<file path="src/rtl/cam_insert_ctrl.sv">
// -----------------------------------------------------------------------------
// cam_insert_ctrl
//
// Request sequencer that sits directly upstream of a 2**INDEX_WIDTH-entry CAM.
// It accepts one LOOKUP / INSERT / READ command at a time and drives the CAM
// search, read and write ports. It returns exactly one response per command.
//
// INSERT searches before it writes. A hit returns the index that already
// holds the key, so duplicate keys are never created. A miss allocates a slot
// and writes the key into it. Slots are allocated in fill order first. Once
// every slot has been written, allocation continues round-robin and
// overwrites (evicts) older entries.
//
// Ports
//   clk, reset            clock; asynchronous active-low reset
//   req_valid_i/ready_o   command handshake (transfer when valid && ready)
//   req_op_i              00 LOOKUP, 01 INSERT, 10 READ, 11 treated as LOOKUP
//   req_data_i            key for LOOKUP / INSERT
//   req_index_i           entry index for READ
//   rsp_valid_o/ready_i   response handshake (transfer when valid && ready)
//   rsp_hit_o             LOOKUP/INSERT: key found; READ: entry valid
//   rsp_index_o           matched, allocated or read index
//   rsp_data_o            READ value (0 for other ops)
//   rsp_evict_o           INSERT overwrote a previously written entry
//   cam_write_*           CAM write port (one-cycle strobe)
//   cam_read_*            CAM read request and its combinational result
//   cam_search_*          CAM search request and its combinational result
// -----------------------------------------------------------------------------
module cam_insert_ctrl #(
  parameter int DATA_WIDTH  = 32,
  parameter int INDEX_WIDTH = 5
) (
  input  logic                   clk,
  input  logic                   reset,

  input  logic                   req_valid_i,
  output logic                   req_ready_o,
  input  logic [1:0]             req_op_i,
  input  logic [DATA_WIDTH-1:0]  req_data_i,
  input  logic [INDEX_WIDTH-1:0] req_index_i,

  output logic                   rsp_valid_o,
  input  logic                   rsp_ready_i,
  output logic                   rsp_hit_o,
  output logic [INDEX_WIDTH-1:0] rsp_index_o,
  output logic [DATA_WIDTH-1:0]  rsp_data_o,
  output logic                   rsp_evict_o,

  output logic                   cam_write_o,
  output logic [INDEX_WIDTH-1:0] cam_write_index_o,
  output logic [DATA_WIDTH-1:0]  cam_write_data_o,

  output logic                   cam_read_o,
  output logic [INDEX_WIDTH-1:0] cam_read_index_o,
  input  logic                   cam_read_valid_i,
  input  logic [DATA_WIDTH-1:0]  cam_read_value_i,

  output logic                   cam_search_o,
  output logic [DATA_WIDTH-1:0]  cam_search_data_o,
  input  logic                   cam_search_valid_i,
  input  logic [INDEX_WIDTH-1:0] cam_search_index_i
);

  typedef enum logic [1:0] {
    ST_IDLE  = 2'd0,  // ready for a command
    ST_ISSUE = 2'd1,  // CAM search or read in flight
    ST_WRITE = 2'd2,  // INSERT miss: write key to alloc_ptr
    ST_RESP  = 2'd3   // response presented until consumed
  } state_e;

  typedef enum logic [1:0] {
    OP_LOOKUP = 2'b00,
    OP_INSERT = 2'b01,
    OP_READ   = 2'b10,
    OP_RSVD   = 2'b11
  } op_e;

  state_e                 state_q,     state_d;
  op_e                    op_q,        op_d;
  logic [DATA_WIDTH-1:0]  key_q,       key_d;
  logic [INDEX_WIDTH-1:0] index_q,     index_d;
  logic                   rsp_hit_q,   rsp_hit_d;
  logic [INDEX_WIDTH-1:0] rsp_index_q, rsp_index_d;
  logic [DATA_WIDTH-1:0]  rsp_data_q,  rsp_data_d;
  logic                   rsp_evict_q, rsp_evict_d;
  logic [INDEX_WIDTH-1:0] alloc_ptr_q, alloc_ptr_d;
  logic                   full_q,      full_d;

  // The reserved opcode falls into the lookup path because only READ and
  // INSERT are decoded explicitly.
  logic is_read;
  logic is_insert;
  assign is_read   = (op_q == OP_READ);
  assign is_insert = (op_q == OP_INSERT);

  logic req_fire;
  logic rsp_fire;
  assign req_fire = (state_q == ST_IDLE) && req_valid_i;
  assign rsp_fire = (state_q == ST_RESP) && rsp_ready_i;

  // ---------------------------------------------------------------------------
  // State register
  // ---------------------------------------------------------------------------
  // NOTE: registers use non-blocking assignments so every flop samples the
  // pre-edge value of every other flop, independent of statement order.
  always_ff @(posedge clk or negedge reset) begin
    if (!reset) begin
      state_q <= ST_IDLE;
    end else begin
      state_q <= state_d;
    end
  end

  // ---------------------------------------------------------------------------
  // Command, response and allocation registers
  // ---------------------------------------------------------------------------
  always_ff @(posedge clk or negedge reset) begin
    if (!reset) begin
      op_q        <= OP_LOOKUP;
      key_q       <= '0;
      index_q     <= '0;
      rsp_hit_q   <= 1'b0;
      rsp_index_q <= '0;
      rsp_data_q  <= '0;
      rsp_evict_q <= 1'b0;
      alloc_ptr_q <= '0;
      full_q      <= 1'b0;
    end else begin
      op_q        <= op_d;
      key_q       <= key_d;
      index_q     <= index_d;
      rsp_hit_q   <= rsp_hit_d;
      rsp_index_q <= rsp_index_d;
      rsp_data_q  <= rsp_data_d;
      rsp_evict_q <= rsp_evict_d;
      alloc_ptr_q <= alloc_ptr_d;
      full_q      <= full_d;
    end
  end

  // ---------------------------------------------------------------------------
  // Next-state logic
  // ---------------------------------------------------------------------------
  always_comb begin
    // NOTE: every variable gets a default before the case so that no path
    // leaves it unassigned, which would otherwise infer a latch.
    state_d = state_q;
    unique case (state_q)
      ST_IDLE: begin
        if (req_fire) state_d = ST_ISSUE;
      end
      ST_ISSUE: begin
        // Only an INSERT that misses needs the extra write cycle.
        if (is_insert && !cam_search_valid_i) state_d = ST_WRITE;
        else                                  state_d = ST_RESP;
      end
      ST_WRITE: begin
        state_d = ST_RESP;
      end
      ST_RESP: begin
        if (rsp_fire) state_d = ST_IDLE;
      end
      default: state_d = ST_IDLE;
    endcase
  end

  // ---------------------------------------------------------------------------
  // Datapath next values
  // ---------------------------------------------------------------------------
  always_comb begin
    op_d        = op_q;
    key_d       = key_q;
    index_d     = index_q;
    rsp_hit_d   = rsp_hit_q;
    rsp_index_d = rsp_index_q;
    rsp_data_d  = rsp_data_q;
    rsp_evict_d = rsp_evict_q;
    alloc_ptr_d = alloc_ptr_q;
    full_d      = full_q;

    unique case (state_q)
      ST_IDLE: begin
        if (req_fire) begin
          op_d    = op_e'(req_op_i);
          key_d   = req_data_i;
          index_d = req_index_i;
        end
      end

      ST_ISSUE: begin
        // The CAM answers combinationally in this cycle. Its result is
        // captured here and then held stable for the whole response phase.
        rsp_evict_d = 1'b0;
        if (is_read) begin
          rsp_hit_d   = cam_read_valid_i;
          rsp_index_d = index_q;
          rsp_data_d  = cam_read_valid_i ? cam_read_value_i : '0;
        end else begin
          rsp_hit_d   = cam_search_valid_i;
          rsp_index_d = cam_search_valid_i ? cam_search_index_i : '0;
          rsp_data_d  = '0;
        end
      end

      ST_WRITE: begin
        rsp_hit_d   = 1'b0;
        rsp_index_d = alloc_ptr_q;
        rsp_data_d  = '0;
        // An entry is being overwritten only once the pointer has wrapped.
        rsp_evict_d = full_q;
        alloc_ptr_d = alloc_ptr_q + INDEX_WIDTH'(1);
        if (alloc_ptr_q == '1) full_d = 1'b1;
      end

      default: ;
    endcase
  end

  // ---------------------------------------------------------------------------
  // Outputs
  // ---------------------------------------------------------------------------
  always_comb begin
    // Held low while reset is asserted so that no command is taken before
    // the CAM and this block leave reset together.
    req_ready_o       = reset && (state_q == ST_IDLE);

    rsp_valid_o       = (state_q == ST_RESP);
    rsp_hit_o         = rsp_valid_o && rsp_hit_q;
    rsp_index_o       = rsp_valid_o ? rsp_index_q : '0;
    rsp_data_o        = rsp_valid_o ? rsp_data_q  : '0;
    rsp_evict_o       = rsp_valid_o && rsp_evict_q;

    cam_search_o      = (state_q == ST_ISSUE) && !is_read;
    cam_search_data_o = cam_search_o ? key_q : '0;

    cam_read_o        = (state_q == ST_ISSUE) && is_read;
    cam_read_index_o  = cam_read_o ? index_q : '0;

    cam_write_o       = (state_q == ST_WRITE);
    cam_write_index_o = cam_write_o ? alloc_ptr_q : '0;
    cam_write_data_o  = cam_write_o ? key_q : '0;
  end

endmodule
</file>
<file path="config.mk">
export PLATFORM = sky130hd
export DESIGN_NAME = cam_insert_ctrl
export DESIGN_NICKNAME = d
export VERILOG_FILES = /design/src/rtl/cam_insert_ctrl.sv
export SDC_FILE = /design/constraint.sdc
export NUM_CORES = 1
export LEC_CHECK = 0
export BUFFER_PORTS_ARGS = -buffer_cell sky130_fd_sc_hd__buf_2
export CAP_MARGIN = 40
export CORE_ASPECT_RATIO = 1.25
export CORE_MARGIN = 4
export CORE_UTILIZATION = 45
export CTS_BUF_LIST = sky130_fd_sc_hd__clkbuf_16
export CTS_CLUSTER_DIAMETER = 30
export DETAILED_ROUTE_END_ITERATION = 8
export PLACE_DENSITY = 0.84
export SETUP_SLACK_MARGIN = 0.2
export SYNTH_ARGS = -nofsm -noshare
export SYNTH_HDL_FRONTEND = slang
export SYNTH_SLANG_ARGS = --single-unit
</file>
<file path="constraint.sdc">
create_clock -name clk -period 5.2 [get_ports clk]
set_clock_uncertainty 0.05 [all_clocks]
set_input_delay 0.52 -clock clk [delete_from_list [all_inputs] [get_ports clk]]
set_output_delay 0.52 -clock clk [all_outputs]
set_load 0.05 [all_outputs]
</file>
==> impl_metrics.toml <==
[clock_network]
numCtsBuffers = 9
cts_sinks = 86
cts_tree = "yes"
path_clk_slew_ns = 0.07
cts-root-buf = "clkbuf_16"
clock_latency_ns = 0.33
clk_path_buf_depth = 2
cts-htree-levels = 3

[die]
coreArea_sq_um = 9130
num_rows = 39
dieArea_sq_um = 10900
die_x_um = 94.3
start_util_pct = 45.9
pin_count = 200
die_y_um = 116

[timing]
min_period_over_period_pct = 57.6
setup_tns_ns = 0
relSlewSlack_pct = 47.7
setup_viol = 0
worstMarginPinSlew_ns = 0.785
grt_setup_unrepaired = "no"
period_minus_slack_ns = 2.99
max_freq_ghz = 0.334
final-hold-violation-count = 0
drv_slew = 0

[pwr]
power_frac_comb_pct = 55.3
p_switching_mw = 1.97
p_leak_nw = 3.12
power_frac_clock_pct = 16.6
powerDensity_nw_per_um2 = 716
p_seq_share_pct = 28.0
intPower_mw = 2.11
ir_worst_vdd_v = 0.000284
p_sw_share_pct = 48.2

[critical_path]
start_kind = "flop"
end_kind = "output pin"
path_max_fanout = 29
path_class = "reg -> out"
critPathArrivalTime_ns = 2.42
critPathRequiredTime_ns = 4.63

[synthesis]
syn_area_per_cell_sq_um = 11.8
synth_area_sq_um = 4190
synth_edf_count = 0
synth_cell_type_count = 31
yosysWarnings = 0
syn_inst = 356
yosysMostFrequentCell = "and2_1"
ys_seq_area_share_pct = 51.4
synth_area_leaders = "dfrtp_1 51%, and2_1 17%, mux2_2 11%, a22o_1 6.7%, mux2i_1 2.4%"
yosys-top-cells-count = "114 x and2_1, 86 x dfrtp_1, 41 x mux2_2"
ys_ff_latch = 86
ys.flop_type = "dfrtp_1"
yosysTopAreaCell = "dfrtp_1"
async_flop_share_pct = 100
synth_top_area_share_pct = 51.4
synth_nets = 445

[drt]
dr.first_iter.drc_count = 152
via_per_inst = 4.90
antenna_left = 0
vias = 3330
first_pass_iters = 7
route.detailed.drc = 0
drt_wl_total_um = 10500
wl_per_cell_um = 15.5

[final_layout]
layout-drive-gt1-share_pct = 47.9
instances_no_fill = 679
fillers = 745
nNetsFinal = 639
syn_to_final_growth_pct = 36.1

[run_status]
status = "completed"

[placement]
placed_cells = 661
io_buffers = 199
routabilityCongestion = 0.807
detailed_place_hpwl_um = 7940

[grt]
grt.total_usage_pct = 19.4
grt.overflow.total = 0
grt_pass1_wl_um = 16400
antenna_found_initial = 1
grt_pass1_vias = 3296
grt_max_degree = 50

[run]
drv_cap = 0

[hold_path]
min_path_type = "in -> reg"
==> worst paths after layout <==
kind / from / slack (ns) / endpoint / cells after the start
max reg2reg: state_q[0]$_DFFE_PN0P_ / 2.69 / rsp_data_q[19]$_DFFE_PN0P_ / 6
min in group asynchronous: reset / 0.46 / key_q[30]$_DFFE_PN0P_ / 2
min: cam_read_value_i[28] / 0.35 / rsp_data_q[28]$_DFFE_PN0P_ / 2
max in group asynchronous: reset / 3.73 / rsp_data_q[18]$_DFFE_PN0P_ / 4
max: state_q[0]$_DFFE_PN0P_ / 2.21 / cam_write_index_o[1] / 5
min reg2reg: full_q$_DFFE_PN0P_ / 0.42 / full_q$_DFFE_PN0P_ / 1
==> worst max-delay path: stages (launching register included) <==
cell and delay [ns]:
dfrtp_1 0.40, inv_1 0.15, ha_1 0.69, buf_4 0.35, and2_1 0.21, buf_2 0.28
==> layout by cell type (no fill, tap or decap), types with 3 or more instances in the layout <==
cell type / n
a22o_1: 32
and2_1: 114
and3_1: 6
buf_16: 4
buf_2: 198
buf_4: 4
clkbuf_16: 9
dfrtp_1: 86
ha_1: 7
inv_1: 4
mux2_2: 41
mux2i_1: 10
nor2b_1: 3
o21ai_0: 6
==> cells by family after synthesis <==
logic type / after synthesis / synth area share, %
AND/OR/NAND/NOR: 135 / 20.2
flip-flops: 86 / 51.4
multiplexers: 51 / 13.4
AO/OA/AOI/OAI: 44 / 8.72
buffers and inverters: 30 / 3.58
adder cells (fa/ha/maj): 7 / 2.09
XOR/XNOR: 3 / 0.627
==> layer usage <==
metal	part of all wire (%)	wire (um)	track usage [%]	up-vias
met3	9.9	1040	5.52	13
met4	2.0	209	8.09	0
met5	0	0	0	-
met2	47	4930	32.1	174
met1	41	4310	23.9	1553
li1	-	-	-	1590
==> final cells by class <==
class                   instances  area, sq um  share of cell area, %
clock inverters                 7         96.3                   1.69
diodes                          1         2.50                 0.0439
inverters                       5         18.8                  0.329
well taps                     123          154                   2.70
flip-flops and latches         86         2150                   37.8
repair buffers                208         1160                   20.4
multi-input cells             240         1890                   33.2
clock buffers                   9          225                   3.95
==> power groups by stage <==
stage | Sequential, mW | Combinational [mW] | Clock [mW]
final | 1.15 | 2.26 | 0.678
after global routing | 1.18 | 2.40 | 0.726
after CTS | 1.14 | 2.28 | 0.694
after detailed placement | 1.15 | 2.28 | 0
after global placement | 1.14 | 2.12 | 0
after floorplan | 1.08 | 1.76 | 0
==> sequential cells by signal, summed over array words and instances, names as in the netlist <==
name and count:
alloc_ptr_q 5, full_q 1, index_q 5, key_q 32, op_q 2, rsp_data_q 32, rsp_evict_q 1, rsp_hit_q 1
rsp_index_q 5, state_q 2
==> stage by stage <==
stage	hold slack (ns)	area, sq um	utilization (%)	setup slack, ns	power (mW)
6_report	0.348	5700	62.5	2.21	4.08
5_1_grt	0.337	5700	62.5	1.98	4.31
4_1_cts	0.330	5700	62.4	2.12	4.12
3_5_place_dp	0.273	5370	58.8	2.51	3.42
3_3_place_gp	0.272	5240	57.4	2.67	3.26
2_1_floorplan	0.174	4190	-	2.74	2.84
==> what timing repair did <==
item | CTS | global route
endpoints found under the hold margin | 2 | 0
resized for setup | 0 | 0
buffers inserted | 0 | 0
hold buffers | 1 | 0
Power figures use the tool's default switching activity.
